[config.mk]
export PLATFORM = sky130hd
export DESIGN_NAME = partition_sweep_eval
export DESIGN_NICKNAME = d
export VERILOG_FILES = /design/src/rtl/partition_eval_pkg.sv /design/src/rtl/hamming_popcount.sv /design/src/rtl/partition_sweep_eval.sv
export SDC_FILE = /design/constraint.sdc
export NUM_CORES = 1
export LEC_CHECK = 0
export CORE_MARGIN = 1
export CORE_UTILIZATION = 30
export DETAILED_ROUTE_END_ITERATION = 8
export SETUP_SLACK_MARGIN = 0.2
export SLEW_MARGIN = 10
export SYNTH_ARGS = -nofsm -noshare
export SYNTH_HDL_FRONTEND = slang
export SYNTH_SLANG_ARGS = --single-unit
[constraint.sdc]
create_clock -name clk -period 8.6 [get_ports clk]
set_input_delay 2.15 -clock clk [delete_from_list [all_inputs] [get_ports clk]]
set_output_delay 2.15 -clock clk [all_outputs]
set_load 0.1 [all_outputs]
[src/rtl/partition_eval_pkg.sv]
// Shared types and width helpers for the partition evaluation blocks.
package partition_eval_pkg;

   // Sweep sequencer states.
   typedef enum logic [1:0] {
      StIdle  = 2'd0,
      StApply = 2'd1,
      StEmit  = 2'd2,
      StDone  = 2'd3
   } sweep_state_e;

   // Width of the Hamming-distance accumulator: holds 2^num_in * num_out without saturating.
   function automatic int unsigned err_bits_w(input int unsigned num_in,
                                              input int unsigned num_out);
      return num_in + $clog2(num_out) + 1;
   endfunction

   // Width needed to hold a popcount of n bits (0..n inclusive).
   function automatic int unsigned popcount_w(input int unsigned n);
      return $clog2(n + 1);
   endfunction

endpackage

[src/rtl/hamming_popcount.sv]
// Combinational population count; fed with po ^ po_ref it yields the per-row Hamming distance.
module hamming_popcount
   import partition_eval_pkg::*;
#(
   parameter int unsigned WIDTH = 4
) (
   input  logic [WIDTH-1:0]             bits,
   output logic [popcount_w(WIDTH)-1:0] count
);

   localparam int unsigned CntW = popcount_w(WIDTH);

   // Sum the set bits.
   always_comb begin
      count = '0;
      for (int unsigned i = 0; i < WIDTH; i++) begin
         count = count + CntW'(bits[i]);
      end
   end

endmodule

[src/rtl/partition_sweep_eval.sv]
// Exhaustive truth-table sweeper: drives every input vector of a partition, samples the
// approximate and golden outputs after a settle window, streams {pi, po} rows over a
// valid/ready port and accumulates erroneous-row and Hamming-distance totals.
module partition_sweep_eval
   import partition_eval_pkg::*;
#(
   parameter int unsigned NUM_IN  = 7,
   parameter int unsigned NUM_OUT = 4,
   parameter int unsigned SETTLE  = 1
) (
   input  logic                                   clk,
   input  logic                                   rst_n,
   input  logic                                   start,
   output logic                                   busy,
   output logic                                   done,
   output logic [NUM_IN-1:0]                      pi,
   input  logic [NUM_OUT-1:0]                     po,
   input  logic [NUM_OUT-1:0]                     po_ref,
   output logic                                   row_valid,
   input  logic                                   row_ready,
   output logic [NUM_IN+NUM_OUT-1:0]              row_data,
   output logic [NUM_IN:0]                        err_rows,
   output logic [err_bits_w(NUM_IN, NUM_OUT)-1:0] err_bits
);

   localparam int unsigned ErrRowsW = NUM_IN + 1;
   localparam int unsigned ErrBitsW = err_bits_w(NUM_IN, NUM_OUT);
   localparam int unsigned PopW     = popcount_w(NUM_OUT);
   localparam int unsigned SettleW  = (SETTLE > 1) ? $clog2(SETTLE) : 1;
   localparam int unsigned RowW     = NUM_IN + NUM_OUT;

   sweep_state_e         state_q, state_d;
   logic [NUM_IN-1:0]    idx_q;
   logic [SettleW-1:0]   settle_q;
   logic [RowW-1:0]      row_data_q;
   logic [ErrRowsW-1:0]  err_rows_q;
   logic [ErrBitsW-1:0]  err_bits_q;

   logic                 settle_last;
   logic                 idx_last;
   logic                 start_sweep;
   logic                 sample_row;
   logic                 advance;
   logic [NUM_OUT-1:0]   diff_bits;
   logic [PopW-1:0]      diff_cnt;

   assign diff_bits   = po ^ po_ref;
   assign settle_last = (settle_q == SettleW'(SETTLE - 1));
   assign idx_last    = &idx_q;

   hamming_popcount #(
      .WIDTH (NUM_OUT)
   ) u_popcount (
      .bits  (diff_bits),
      .count (diff_cnt)
   );

   // Next-state decode and the one-cycle strobes that steer the datapath.
   always_comb begin
      state_d     = state_q;
      start_sweep = 1'b0;
      sample_row  = 1'b0;
      advance     = 1'b0;
      unique case (state_q)
         StIdle, StDone: begin
            if (start) begin
               state_d     = StApply;
               start_sweep = 1'b1;
            end
         end
         StApply: begin
            if (settle_last) begin
               state_d    = StEmit;
               sample_row = 1'b1;
            end
         end
         StEmit: begin
            if (row_ready) begin
               advance = 1'b1;
               // The terminal vector exits instead of wrapping, so each row appears once.
               state_d = idx_last ? StDone : StApply;
            end
         end
         default: state_d = StIdle;
      endcase
   end

   // State register.
   always_ff @(posedge clk) begin
      if (!rst_n) begin
         state_q <= StIdle;
      end else begin
         state_q <= state_d;
      end
   end

   // Vector index and settle counter.
   always_ff @(posedge clk) begin
      if (!rst_n) begin
         idx_q    <= '0;
         settle_q <= '0;
      end else begin
         if (start_sweep) begin
            idx_q    <= '0;
            settle_q <= '0;
         end else if (state_q == StApply) begin
            settle_q <= settle_last ? '0 : settle_q + SettleW'(1);
         end
         if (advance && !idx_last) begin
            idx_q <= idx_q + NUM_IN'(1);
         end
      end
   end

   // Row capture and error accumulation on the edge that leaves APPLY.
   always_ff @(posedge clk) begin
      if (!rst_n) begin
         row_data_q <= '0;
         err_rows_q <= '0;
         err_bits_q <= '0;
      end else if (start_sweep) begin
         err_rows_q <= '0;
         err_bits_q <= '0;
      end else if (sample_row) begin
         row_data_q <= {idx_q, po};
         err_bits_q <= err_bits_q + ErrBitsW'(diff_cnt);
         err_rows_q <= err_rows_q + ErrRowsW'(diff_cnt != '0);
      end
   end

   // Status and port outputs decoded from the state register.
   always_comb begin
      busy      = (state_q == StApply) || (state_q == StEmit);
      done      = (state_q == StDone);
      row_valid = (state_q == StEmit);
      pi        = ((state_q == StApply) || (state_q == StEmit)) ? idx_q : '0;
      row_data  = row_data_q;
      err_rows  = err_rows_q;
      err_bits  = err_bits_q;
   end

endmodule

* Word level (Yosys, flattened, before mapping) *
Cells that the tools add are included.

word-level totals
  bits in registers = 39
  input port bits = 12
  output and inout bits = 39
  logic and storage cells = 48

operators by class
  add/subtract/negate cells = 7
  eq/ne operators = 6
  multiplexer cells = 15
  bitwise operators = 3
  reduce and logical (&&, ||, !) cells = 11

operators with widths
  kind                   count
  $mux W7                3
  $add A10 B3 Y10        1
  $add A8 B1 Y8          1
  $mux W2                4
  $add A7 B1 Y7 const B  1
  $mux W1                7
  $reduce_and A7 Y1      1
  $add A3 B1 Y3          2
  $pmux W2 S3            1
  $eq A2 B2 Y1 const B   2
  $ne A2 B2 Y1 const B   2
  $reduce_or A2 Y1       2
  $xor A4 B4 Y4          1
  $reduce_and A3 Y1      1
  $reduce_bool A3 Y1     1
  $add A1 B1 Y2          1
  $eq A2 B1 Y1 const B   1
  $logic_not A2 Y1       1
  $ne A2 B1 Y1 const B   1
  $not A1 Y1             2
  $reduce_and A2 Y1      1
  $reduce_bool A2 Y1     1
  $add A1 B1 Y1 const B  1
  $logic_and A1 B1 Y1    1
  2 further kinds        2

* Longest topological paths before layout *
Gate-level depths: netlist of run 1.

  depth after elaboration = 6
  gate-level depth with buffers = 12
  depth with buffers taken out = 12

* Modules after synthesis *
A second synthesis of run 1 with hierarchy kept.

unflattened totals
  cells, all modules = 209
  area, all modules = 1,941.9 µm²

modules (own cells, without submodules)
  module                times used  cells an instance  area each (µm²)  sequential area each (µm²)
  partition_sweep_eval  1           201                1,878.1          760.7
  hamming_popcount      1           8                  63.8             0.0

* Least setup slack after synthesis of run 1 *
Ideal clock, no wire load.

  path kind = input-to-reg
  start = input port po[0]
  end = register err_rows_q[6] (netlist: err_rows[6])
  library setup time = 128 ps
  arrival = 4,350 ps
  slack = 4,123 ps
  stages on the path = 12
  cells stage by stage = xor2_1 ha_1 inv_1 fa_1 inv_1 ha_1 or3_1 ha_1 ha_1 nand4_1 xor2_1 nor2_1

between the ends
  word-level cells in the longest chain between the ends = 6

ends and longest elaborated chain
  item                         line                         RTL
  start, declared              partition_sweep_eval.sv:17   input logic [NUM_OUT-1:0] po,
  $xor A4 B4 Y4                partition_sweep_eval.sv:47   assign diff_bits = po ^ po_ref;
  $add A1 B1 Y2                hamming_popcount.sv:17       count = count + CntW'(bits[i]);
  $add A3 B1 Y3 (2 in series)  hamming_popcount.sv:17
  $reduce_bool A3 Y1           partition_sweep_eval.sv:127  err_rows_q <= err_rows_q + ErrRowsW'(diff_cnt != '0);
  $add A8 B1 Y8                partition_sweep_eval.sv:127
  end signal, assigned         partition_sweep_eval.sv:127
  end, declared                partition_sweep_eval.sv:36   logic [ErrRowsW-1:0] err_rows_q;

No other way between the ends.
A chain may end at the register's enable or synchronous reset.

* Worst setup path after layout of run 1 *
Ends and elaborated chain as after synthesis.

==> results of run 1 <==
-- cell usage after synthesis, types with 3 or more instances --
cell | number | area, um^2
dfxtp_1 | 38 | 761
nand4_1 | 5 | 31.3
clkbuf_1 | 4 | 15.0
a31oi_1 | 4 | 25.0
xor2_1 | 6 | 52.6
ha_1 | 12 | 150
nor2b_1 | 20 | 125
a21boi_0 | 3 | 22.5
inv_1 | 8 | 30.0
nand2_1 | 13 | 48.8
nor2_1 | 15 | 56.3
a21oi_1 | 9 | 45.0
or3_1 | 5 | 31.3
and3_1 | 4 | 25.0
nor3b_1 | 3 | 22.5
o21ai_0 | 9 | 45.0
xnor2_1 | 8 | 70.1
nand3_1 | 6 | 30.0
mux2i_1 | 15 | 150
-- cells by family after synthesis --
logic type               count (synthesis)
AND/OR/NAND/NOR                         79
XOR/XNOR                                14
multiplexers                            15
AO/OA/AOI/OAI                           33
flip-flops                              38
adder cells (fa/ha/maj)                 14
buffers and inverters                   14
-- area by class of cell --
cell class	count	area, um^2
inverters	8	30.0
clock buffers	7	86.3
flip-flops and latches	38	761
multi-input cells	155	1090
repair buffers	50	500
clock inverters	1	5.00
well taps	75	93.8
fillers	604	3460
-- registers in the layout (all words and copies together), names as in the netlist --
register	flops
row_data	11
err_rows	8
err_bits	10
state_q	2
idx_q	7
-- metal layers --
layer / up-vias / wire (um) / GRT usage, %
li1: 827 / - / -
met1: 742 / 2120 / 18.5
met2: 41 / 1750 / 19.7
met3: 6 / 221 / 3.89
met4: 0 / 69 / 6.67
met5: - / 0 / 0
-- placed cells by master, fill, tap and decap left out, drive strengths merged, types with 2 or more instances in the layout --
cell / netlist / layout
mux2i: 15 / 15
nor3: 2 / 2
a31oi: 4 / 4
and3: 4 / 4
or3: 5 / 5
o21ai: 9 / 9
clkbuf: 4 / 7
nor2b: 20 / 20
nor4b: 2 / 2
nand2: 13 / 13
ha: 12 / 12
nand3: 6 / 6
dfxtp: 38 / 38
a21boi: 3 / 3
xnor2: 8 / 8
nor2: 15 / 15
a21o: 2 / 2
a21oi: 9 / 9
nand4: 5 / 5
a211oi: 2 / 2
nor3b: 3 / 3
fa: 2 / 2
clkdlybuf4s50: 0 / 50
xor2: 6 / 6
inv: 8 / 8
-- where the power goes --
part | switching, uW | internal [uW]
clock | 63.0 | 64.7
sequential | 6.45 | 183
combinational | 102 | 46.6
total | 172 | 294
-- through the flow --
step	area [um^2]	worst slack, ns
after global routing	2570	3.70
final	2570	3.83
after floorplan	1910	4.12
after detailed placement	2480	3.52
after CTS	2570	3.83
after global placement	2480	3.56
-- final timing paths --
kind | to | cells past startpoint | start | slack [ns]
hold / removal | err_rows[7] | 2 | err_rows[7] | 0.49
setup / recovery | err_rows[6] | 13 | po[0] | 3.83
hold reg to reg | err_rows[7] | 2 | err_rows[7] | 0.49
setup reg to reg | err_rows[1] | 5 | state_q[0] | 6.57
-- worst max-delay path: cells and delay by family --
kind / cells / cell delay [ns]
fa+ha+maj: 5 / 1.35
buf+inv: 3 / 0.55
simple gates: 3 / 0.55
xor+xnor: 2 / 0.32
==> metrics.md, run 1 <==
| Metric | Value |
|---|---|
| Unique masters post-synth | 33 |
| Post-synthesis mux area share | around 7.9% |
| Initial Utilization | 31.7% |
| Hold Buf Count CTS | 0 |
| Final setup vio count | 0 |
| XOR/XNOR share of the synthesized area | 6.42% |
| Seq cells post-synth | 38 |
| Via count | around 1600 |
| Routed length per instance | 12.4 um |
| Max cap viols | 0 |
| Synth warn | 0 |
| Global route overflow | 0 |
| Tcrit/Tclk final | between 50 and 60% |
| Kind of critical path | primary input to flip-flop |
| Worst Max-Slew Pin Slew | 0.980 ns |
| Clock latency on the worst-skew pair | 0.29 ns |
| CTS tree | yes |
| Register area share after synthesis | 39.8% |
| Post-synth EDFFs | 0 |
| Placed cells | 326 |
| Relative slew margins | between 30% and 40% |
| Diode count | 0 |
| Syn nets | 233 |
| First-pass GRT wire length | 6860 um |
| Post-DP HPWL | 2930 um |
| Worst Path Arrival | a little under 5 ns |
| CTS clk-pin slew, worst paths | 0.07 ns |
| Largest family of logic cells by synthesized area | simple AND/OR/NAND/NOR gates |
| Vias in the first global route | 1445 |
| CP Cell Sequence | clkdlybuf4s50_1, xor2_1, ha_1, inv_1, fa_1, inv_1, ha_1, or3_1, ha_1, ha_1, nand4_1, xor2_1, nor2_1 |
| Post-Synth Simple-Gate Area | between 20% and 30% |
| Crit end category | flip-flop |
| Final hold violations | 0 |
| Post-synth ARST share | 0% |
| Fraction of layout cells with a size suffix above 1 | 2.70% |
| Most frequent cell on the critical path | ha_1 |
| Layout Cells excl Fill | 334 |
| Worst hold slack | approximately 0.5 ns |
| CP Launch Type | primary input |
| Slowest CP cell | clkdlybuf4s50_1 |
| P_leak | 0.000938 uW |
| Clock skew | 0.00150 ns |
| Crit path largest cell delay | around 0.43 ns |
| Die span in y | 81.8 um |
| Slew Viols, Final | 0 |
| CTS max path bufs | 2 |
| Synthesized area | 0.00191 mm^2 |
| TritonCTS Buffers | 5 |
| Pwr/cell area | 181 mW/mm^2 |
| RSZ-0062 raised after global routing | no |
| Routed wire length | 4150 um |
| Fin Setup TNS | 0 ns |
| I/O Buffers | 50 |
| Layout Utilization | 42.6% |
| VDD IR-drop max | 0.0000721 V |
| Core ar. | roughly 0.006 mm^2 |
| Largest net degree at the start of global routing | 25 |
| CP required | 8.76 ns |
| Quantity of gates resized following cts | 0 |
| Mapped Avg Cell Area | 9.22 um^2 |
| Adder-Cell Fraction of Synth Area | under 10% |
| Most common flop cell mapped by yosys | dfxtp_1 |
| DIE WIDTH | 81.8 um |
| Status | finished clean |
| Total power | 466 uW |
| Antenna violations before repair | 0 |
| CP max FO | 3 |
| Antenna Violating Nets Remaining | 0 |
| Fmax | 210 MHz |
| Starting DRT DRC Count | 40 |
| H-tree depth | 2 |
| Root cell of the clock tree | clkbuf_8 |
| Full die area | 0.00669 mm^2 |
| Synth-to-Final Area Change | 34.6% |
| Num ports | 51 |
| Row count | 28 |
| First-pass DRT Iterations | 4 |
| Clock period minus worst slack | 4.77 ns |
| Via-per-instance ratio | a little under 5 |
| Worst Hold Class | flip-flop to flip-flop |
| Routability cong. | 0.754 |
| Post-Syn Instances | 207 |
| Clock sink total | 38 |
| Complex-gate fraction of the synthesized area | approximately a tenth |
| Post-CTS setup buffer count | 0 |
| Post-layout net count | 284 |
| DRC errors left | 0 |
| Total GRT Usage | 13.7% |
Power figures use the tool's default switching activity.
==> run 2, diff against run 1 <==
- clock period: 8.6 -> 4.4 ns (I/O delays scaled with it)
==> run 2 against run 1 <==
  * Utilization is 0.15 points higher
  * Wire length is 1.2% lower
  * Via count is 0.25% lower
  * Largest cell class unchanged
  * Sequential cell count stayed put
  * Clock skew is 0.0074 ns higher
  * Final cell count stayed put
  * Setup slack worse by 3.1 ns
  * Sequential power is 96% higher
  * Largest power group unchanged
  * Register-to-register slack worse by 4.2 ns
  * Clock power is 140% higher
==> metrics.md, run 2 (synthesis results as in run 1) <==
| Metric | Value |
|---|---|
| Status | finished clean (unchanged) |
| Fin Setup TNS | 0 ns (unchanged) |
| Total GRT Usage | 13.4% (was 13.7%) |
| Clock period minus worst slack | between 3 and 4 ns |
| Antenna Violating Nets Remaining | 0 (unchanged) |
| Clock sink total | 38 (unchanged) |
| DRC errors left | 0 (unchanged) |
| First-pass DRT Iterations | 4 (unchanged) |
| Final hold violations | 0 (unchanged) |
| TritonCTS Buffers | 5 (unchanged) |
| Via count | 1612 (was 1616) |
| Post-layout net count | 285 (was 284) |
| Starting DRT DRC Count | 38 (was 40) |
| Synth-to-Final Area Change | 35.1% (was 34.6%) |
| CTS max path bufs | 2 (unchanged) |
| Clock latency on the worst-skew pair | 0.29 ns (about the same) |
| Final setup margin | 0.719 ns (was 3.83 ns) |
| Slowest CP cell | clkdlybuf4s50_1 (unchanged) |
| Routed wire length | 4100 um (was 4150 um) |
| First-pass GRT wire length | 6810 um (was 6860 um) |
| CP Launch Type | primary input (unchanged) |
| CP Cell Sequence | clkdlybuf4s50_1, xor2_1, ha_1, inv_1, fa_1, inv_1, ha_1, or3_1, ha_1, ha_1, nand4_1, xor2_1, nor2_1 (unchanged) |
| Final setup vio count | 0 (unchanged) |
| Max reg flops | 11 (unchanged) |
| Hold Buf Count CTS | 0 (unchanged) |
| Antenna violations before repair | 0 (unchanged) |
| Slew Viols, Final | 0 (unchanged) |
| Kind of critical path | primary input to flip-flop (unchanged) |
| Tcrit/Tclk final | 83.7% |
| H-tree depth | 2 (unchanged) |
| Post-CTS setup buffer count | 0 (unchanged) |
| CTS tree | yes (unchanged) |
| Global route overflow | 0 (unchanged) |
| Most frequent cell on the critical path | ha_1 (unchanged) |
| VDD IR-drop max | 0.000229 V (was 0.0000721 V) |
| Full die area | 0.00669 mm^2 (unchanged) |
| Total power | 963 uW (was 466 uW) |
| Worst Path Arrival | 3.84 ns (was 4.93 ns) |
| Worst slack at placement | 0.396 ns (was 3.52 ns) |
| Layout Utilization | 42.8% (was 42.6%) |
| I/O Buffers | 50 (unchanged) |
| Buf/Inv on CP | 3 (unchanged) |
| Vias in the first global route | 1423 (was 1445) |
| Num ports | 51 (unchanged) |
| Fraction of layout cells with a size suffix above 1 | 6.18% (was 2.70%) |
| Fmax | 272 MHz |
| Relative slew margins | 34.7% (was 34.5%) |
| Quantity of gates resized following cts | 0 (unchanged) |
| Max cap viols | 0 (unchanged) |
| Filler cell count in the final layout | 605 (was 604) |
| CP required | 4.56 ns (was 8.76 ns) |
| Initial Utilization | 31.7% (unchanged) |
| Worst Max-Slew Pin Slew | 0.977 ns (was 0.980 ns) |
| RSZ-0062 raised after global routing | no (unchanged) |
| Routed length per instance | 12.3 um (was 12.4 um) |
| CTS clk-pin slew, worst paths | 0.07 ns (about the same) |
| Top Family by Delay on Critical Path | adder cells (unchanged) |
| Diode count | 0 (unchanged) |
| P_leak | 0.000967 uW (was 0.000938 uW) |
| Pwr/cell area | 374 mW/mm^2 (was 181 mW/mm^2) |
| Largest net degree at the start of global routing | 24 (was 25) |
| Post-DP HPWL | 2950 um (was 2930 um) |
| Finished Cell Area | 0.00258 mm^2 (was 0.00257 mm^2) |
| Die span in y | 81.8 um (unchanged) |
| Most common cell after layout, fill and taps aside | clkdlybuf4s50_1 (unchanged) |
| Crit end category | flip-flop (unchanged) |
| Routability cong. | 0.763 (was 0.754) |
| CP max FO | 3 (unchanged) |
| Worst Hold Class | flip-flop to flip-flop (unchanged) |
| Row count | 28 (unchanged) |
| Most frequent cells in the layout | clkdlybuf4s50_1, dfxtp_1, nor2b_1, mux2i_1, nor2_1 (unchanged) |
| Core ar. | 0.00603 mm^2 (unchanged) |
| Root cell of the clock tree | clkbuf_8 (unchanged) |
| DIE WIDTH | 81.8 um (unchanged) |
| Crit path largest cell delay | 0.43 ns (about the same) |
| Clock skew | 0.00887 ns (was 0.00150 ns) |
| Area after DPL | 0.00247 mm^2 (was 0.00248 mm^2) |
| Via-per-instance ratio | 4.83 (was 4.84) |
==> run 2: final timing paths <==
path,from,cells after the start,slack (ns),end
min reg2reg,err_rows[5],2,0.50,err_rows[5]
min,err_rows[5],2,0.50,err_rows[5]
max,po[0],13,0.72,err_rows[6]
max reg2reg,state_q[0],5,2.41,err_bits[7]
==> run 2: metrics by stage <==
| step | hold WS [ns] | instances |
|---|---|---|
| floorplan | 0.480 | 207 |
| global placement | 0.468 | 327 |
| detailed placement | 0.495 | 327 |
| CTS | 0.505 | 334 |
| global route | 0.546 | 334 |
| finish | 0.502 | 334 |
==> run 2: power by group <==
group / leakage, uW / switching (uW) / internal, uW / total (uW)
clock network: 0.0000573 / 124 / 182 / 306
logic: 0.000603 / 198 / 90.2 / 288
registers: 0.000307 / 12.8 / 357 / 370
total: 0.000967 / 334 / 629 / 963
==> run 2: layer usage <==
metal	track usage, %	routed length [um]	vias up	share of wire (%)
met5	0	0	-	0
met4	5.79	53	0	1.3
met3	3.33	232	5	5.7
met2	20.2	1750	41	43
met1	18.1	2060	746	50
li1	-	-	820	-
==> run 2: worst register-to-register path, cell delays in order, from the launching register on <==
cell and delay, ns:
dfxtp_1 0.42, ha_1 0.56, o211ai_1 0.27, nor4b_1 0.41, xnor2_1 0.16, nor2_1 0.05
==> run 2: cell type report <==
| type | count | area [um^2] | share of cell area, % |
|---|---|---|---|
| clock buffers | 6 | 82.6 | 3.20 |
| clock inverters | 1 | 30.0 | 1.16 |
| inverters | 8 | 30.0 | 1.16 |
| multi-input cells | 155 | 1090 | 42.4 |
| flip-flops and latches | 38 | 761 | 29.5 |
| well taps | 75 | 93.8 | 3.64 |
| repair buffers | 51 | 488 | 18.9 |
==> run 3, diff against run 2 <==
- clock period: 4.4 -> 3.2 ns (I/O delays scaled with it)
==> run 3 against run 2 <==
  * Setup slack got worse by 0.43 ns
  * Critical path depth did not move
  * Non-clock buffer count rose by 11
  * Global-route usage rose by 0.66 points
==> metrics.md, run 3 (synthesis results as in run 1) <==
| Metric | Value |
|---|---|
| Die span in y | 81.8 um (unchanged) |
| CTS tree | yes (unchanged) |
| Kind of critical path | primary input to flip-flop (unchanged) |
| Clock latency on the worst-skew pair | 0.30 ns (was 0.29 ns) |
| Hold_sp | err_rows[7] (was err_rows[5]) |
| Global route overflow | 0 (unchanged) |
| Pwr/cell area | 492 mW/mm^2 (was 374 mW/mm^2) |
| Diode count | 0 (unchanged) |
| Antenna Violating Nets Remaining | 0 (unchanged) |
| Status | finished clean (unchanged) |
| DIE WIDTH | 81.8 um (unchanged) |
| Slew Viols, Final | 0 (unchanged) |
| Most frequent cells in the layout | buf_4, dfxtp_1, nor2b_1, mux2i_1, nor2_1 (was clkdlybuf4s50_1, dfxtp_1, nor2b_1, mux2i_1, nor2_1) |
| Full die area | 0.00669 mm^2 (unchanged) |
| Combinational power share | 33.5% (was 29.9%) |
| Via-per-instance ratio | 4.81 (was 4.83) |
| Relative slew margins | 53.4% (was 34.7%) |
| CP Cell Sequence | clkdlybuf4s15_1, xor2_1, ha_1, inv_2, fa_2, inv_2, ha_4, or3_1, ha_2, ha_4, nand4_1, xor2_1, nor2_1 (was clkdlybuf4s50_1, xor2_1, ha_1, inv_1, fa_1, inv_1, ha_1, or3_1, ha_1, ha_1, nand4_1, xor2_1, nor2_1) |
| Footprint of the multi-input gates | 0.00119 mm^2 (was 0.00109 mm^2) |
| Antenna violations before repair | 0 (unchanged) |
| Cells on Worst Hold Path | 2 (unchanged) |
| H-tree depth | 2 (unchanged) |
| Max reg flops | 11 (unchanged) |
| DRC errors left | 0 (unchanged) |
| First-pass GRT wire length | 7100 um (was 6810 um) |
| Vias in the first global route | 1522 (was 1423) |
| CP max FO | 3 (unchanged) |
| Initial Utilization | 31.7% (unchanged) |
| Root cell of the clock tree | clkbuf_8 (unchanged) |
| Fmax | 343 MHz |
| TritonCTS Buffers | 5 (unchanged) |
| Layout Cells excl Fill | 346 (was 334) |
| CTS max path bufs | 2 (unchanged) |
| Most common cell after layout, fill and taps aside | buf_4 (was clkdlybuf4s50_1) |
| Reg area | 761 um^2 (unchanged) |
| Clock period minus worst slack | 2.91 ns |
| Row count | 28 (unchanged) |
| Switching pwr | 493 uW (was 334 uW) |
| Switching Fraction | 37.8% (was 34.7%) |
| Worst Hold Class | flip-flop to flip-flop (unchanged) |
| Worst hold slack | 0.500 ns (was 0.502 ns) |
| Clock sink total | 38 (unchanged) |
| Clock skew | 0.00551 ns (was 0.00887 ns) |
| Slowest CP cell | or3_1 (was clkdlybuf4s50_1) |
| Via count | 1664 (was 1612) |
| Crit end category | flip-flop (unchanged) |
| Final hold violations | 0 (unchanged) |
| Placed cells | 336 (was 327) |
| CP required | 3.37 ns (was 4.56 ns) |
| Routability cong. | 0.783 (was 0.763) |
| Power share of the sequential group | 39.0% (was 38.4%) |
| Total GRT Usage | 14.1% (was 13.4%) |
| RR Startpoint | state_q[0] (unchanged) |
| First-pass DRT Iterations | 4 (unchanged) |
| Final setup margin | 0.286 ns (was 0.719 ns) |
| Hold Path End | err_rows[7] (was err_rows[5]) |
| Max cap viols | 0 (unchanged) |
| I/O Buffers | 50 (unchanged) |
| CTS clk-pin slew, worst paths | 0.08 ns (was 0.07 ns) |
| P_leak | 0.00112 uW (was 0.000967 uW) |
| Clock power share | 27.5% (was 31.7%) |
| Post-layout net count | 296 (was 285) |
| Cell Int Power | 813 uW (was 629 uW) |
| VDD IR-drop max | 0.000269 V (was 0.000229 V) |
| Worst Max-Slew Pin Slew | 0.699 ns (was 0.977 ns) |
| Starting DRT DRC Count | 40 (was 38) |
| Tcrit/Tclk final | 91.1% |
| Fraction of layout cells with a size suffix above 1 | 28.0% (was 6.18%) |
| Routed wire length | 4470 um (was 4100 um) |
| RSZ-0062 raised after global routing | no (unchanged) |
| Num ports | 51 (unchanged) |
| Worst Path Arrival | 3.08 ns (was 3.84 ns) |
| Crit path largest cell delay | 0.37 ns (was 0.43 ns) |
| Core ar. | 0.00603 mm^2 (unchanged) |
| R2R Setup Slk | 1.19 ns (was 2.41 ns) |
| Synth-to-Final Area Change | 39.1% (was 35.1%) |
| Worst r2r path cells | 5 (unchanged) |
| Final setup vio count | 0 (unchanged) |
| CP Launch Type | primary input (unchanged) |
| Routed length per instance | 12.9 um (was 12.3 um) |
| Largest net degree at the start of global routing | 24 (unchanged) |
| Reg-to-reg endpoint | err_bits[2] (was err_bits[7]) |
| Post-DP HPWL | 3070 um (was 2950 um) |
| Filler cell count in the final layout | 641 (was 605) |
| Worst slack at placement | -0.412 ns (was 0.396 ns) |
==> run 3: cell count changes in the layout (fill, tap and decap cells not counted), moves of 3 or more <==
cell / delta
clkbuf_2: +3
ha_1: -5
ha_4: +3
clkdlybuf4s50_1: -37
buf_4: +42
==> run 3: power by group through the flow <==
stage	registers, uW	clock network, uW	logic (uW)
floorplan	617	0	215
global placement	519	0	415
detailed placement	519	0	418
CTS	509	366	431
global route	512	390	472
finish	509	359	438
==> run 3: routing by layer <==
metal	track usage [%]	part of all wire [%]	vias up
met2	22.8	45	40
met5	0	0	-
li1	-	-	849
met4	3.16	1.4	0
met1	17.3	48	768
met3	5.89	5.0	7
==> run 3: area by class of cell <==
| class | instances | area share (%) |
|---|---|---|
| Inverter | 8 | 1.13 |
| Tap cell | 75 | 3.53 |
| Multi-Input combinational cell | 155 | 44.9 |
| Timing Repair Buffer | 62 | 18.2 |
| Clock inverter | 2 | 0.471 |
| Sequential cell | 38 | 28.7 |
| Clock buffer | 6 | 3.11 |
==> run 3: stage by stage <==
| step | TNS [ns] | power [uW] | area, um^2 | util [%] |
|---|---|---|---|---|
| floorplan | 0 | 832 | 1930 | - |
| global placement | -4.56 | 934 | 2480 | 41.1 |
| detailed placement | -4.74 | 937 | 2480 | 41.1 |
| CTS | 0 | 1310 | 2640 | 43.8 |
| global route | 0 | 1370 | 2660 | 44.1 |
| finish | 0 | 1310 | 2660 | 44.1 |
==> run 3: worst max-delay path: cells and delay by family <==
family / cells / cell delay (ns)
adders and majority gates: 5 / 1.20
buffers and inverters: 3 / 0.28
and+or+nand+nor: 3 / 0.51
xor gates and xnor gates: 2 / 0.29
==> run 3: worst max path at each step <==
stage | from | endpoint | slack, ns | cells after the start
global placement | po[0] | err_bits[6] | -0.39 | 12
CTS | po_ref[0] | err_rows[6] | 0.20 | 13
detailed placement | po[0] | err_bits[8] | -0.41 | 12
floorplan | state_q[0] | pi[0] | 0.14 | 4
finish | po_ref[0] | err_rows[6] | 0.29 | 13
global route | po_ref[0] | err_rows[4] | 0.20 | 13
==> run 3: what timing repair did <==
item                       CTS  global route
pin swaps                   11             8
setup endpoints to repair   15            11
gates resized for setup     15            11
buffers inserted             1             1
hold buffers                 0             0
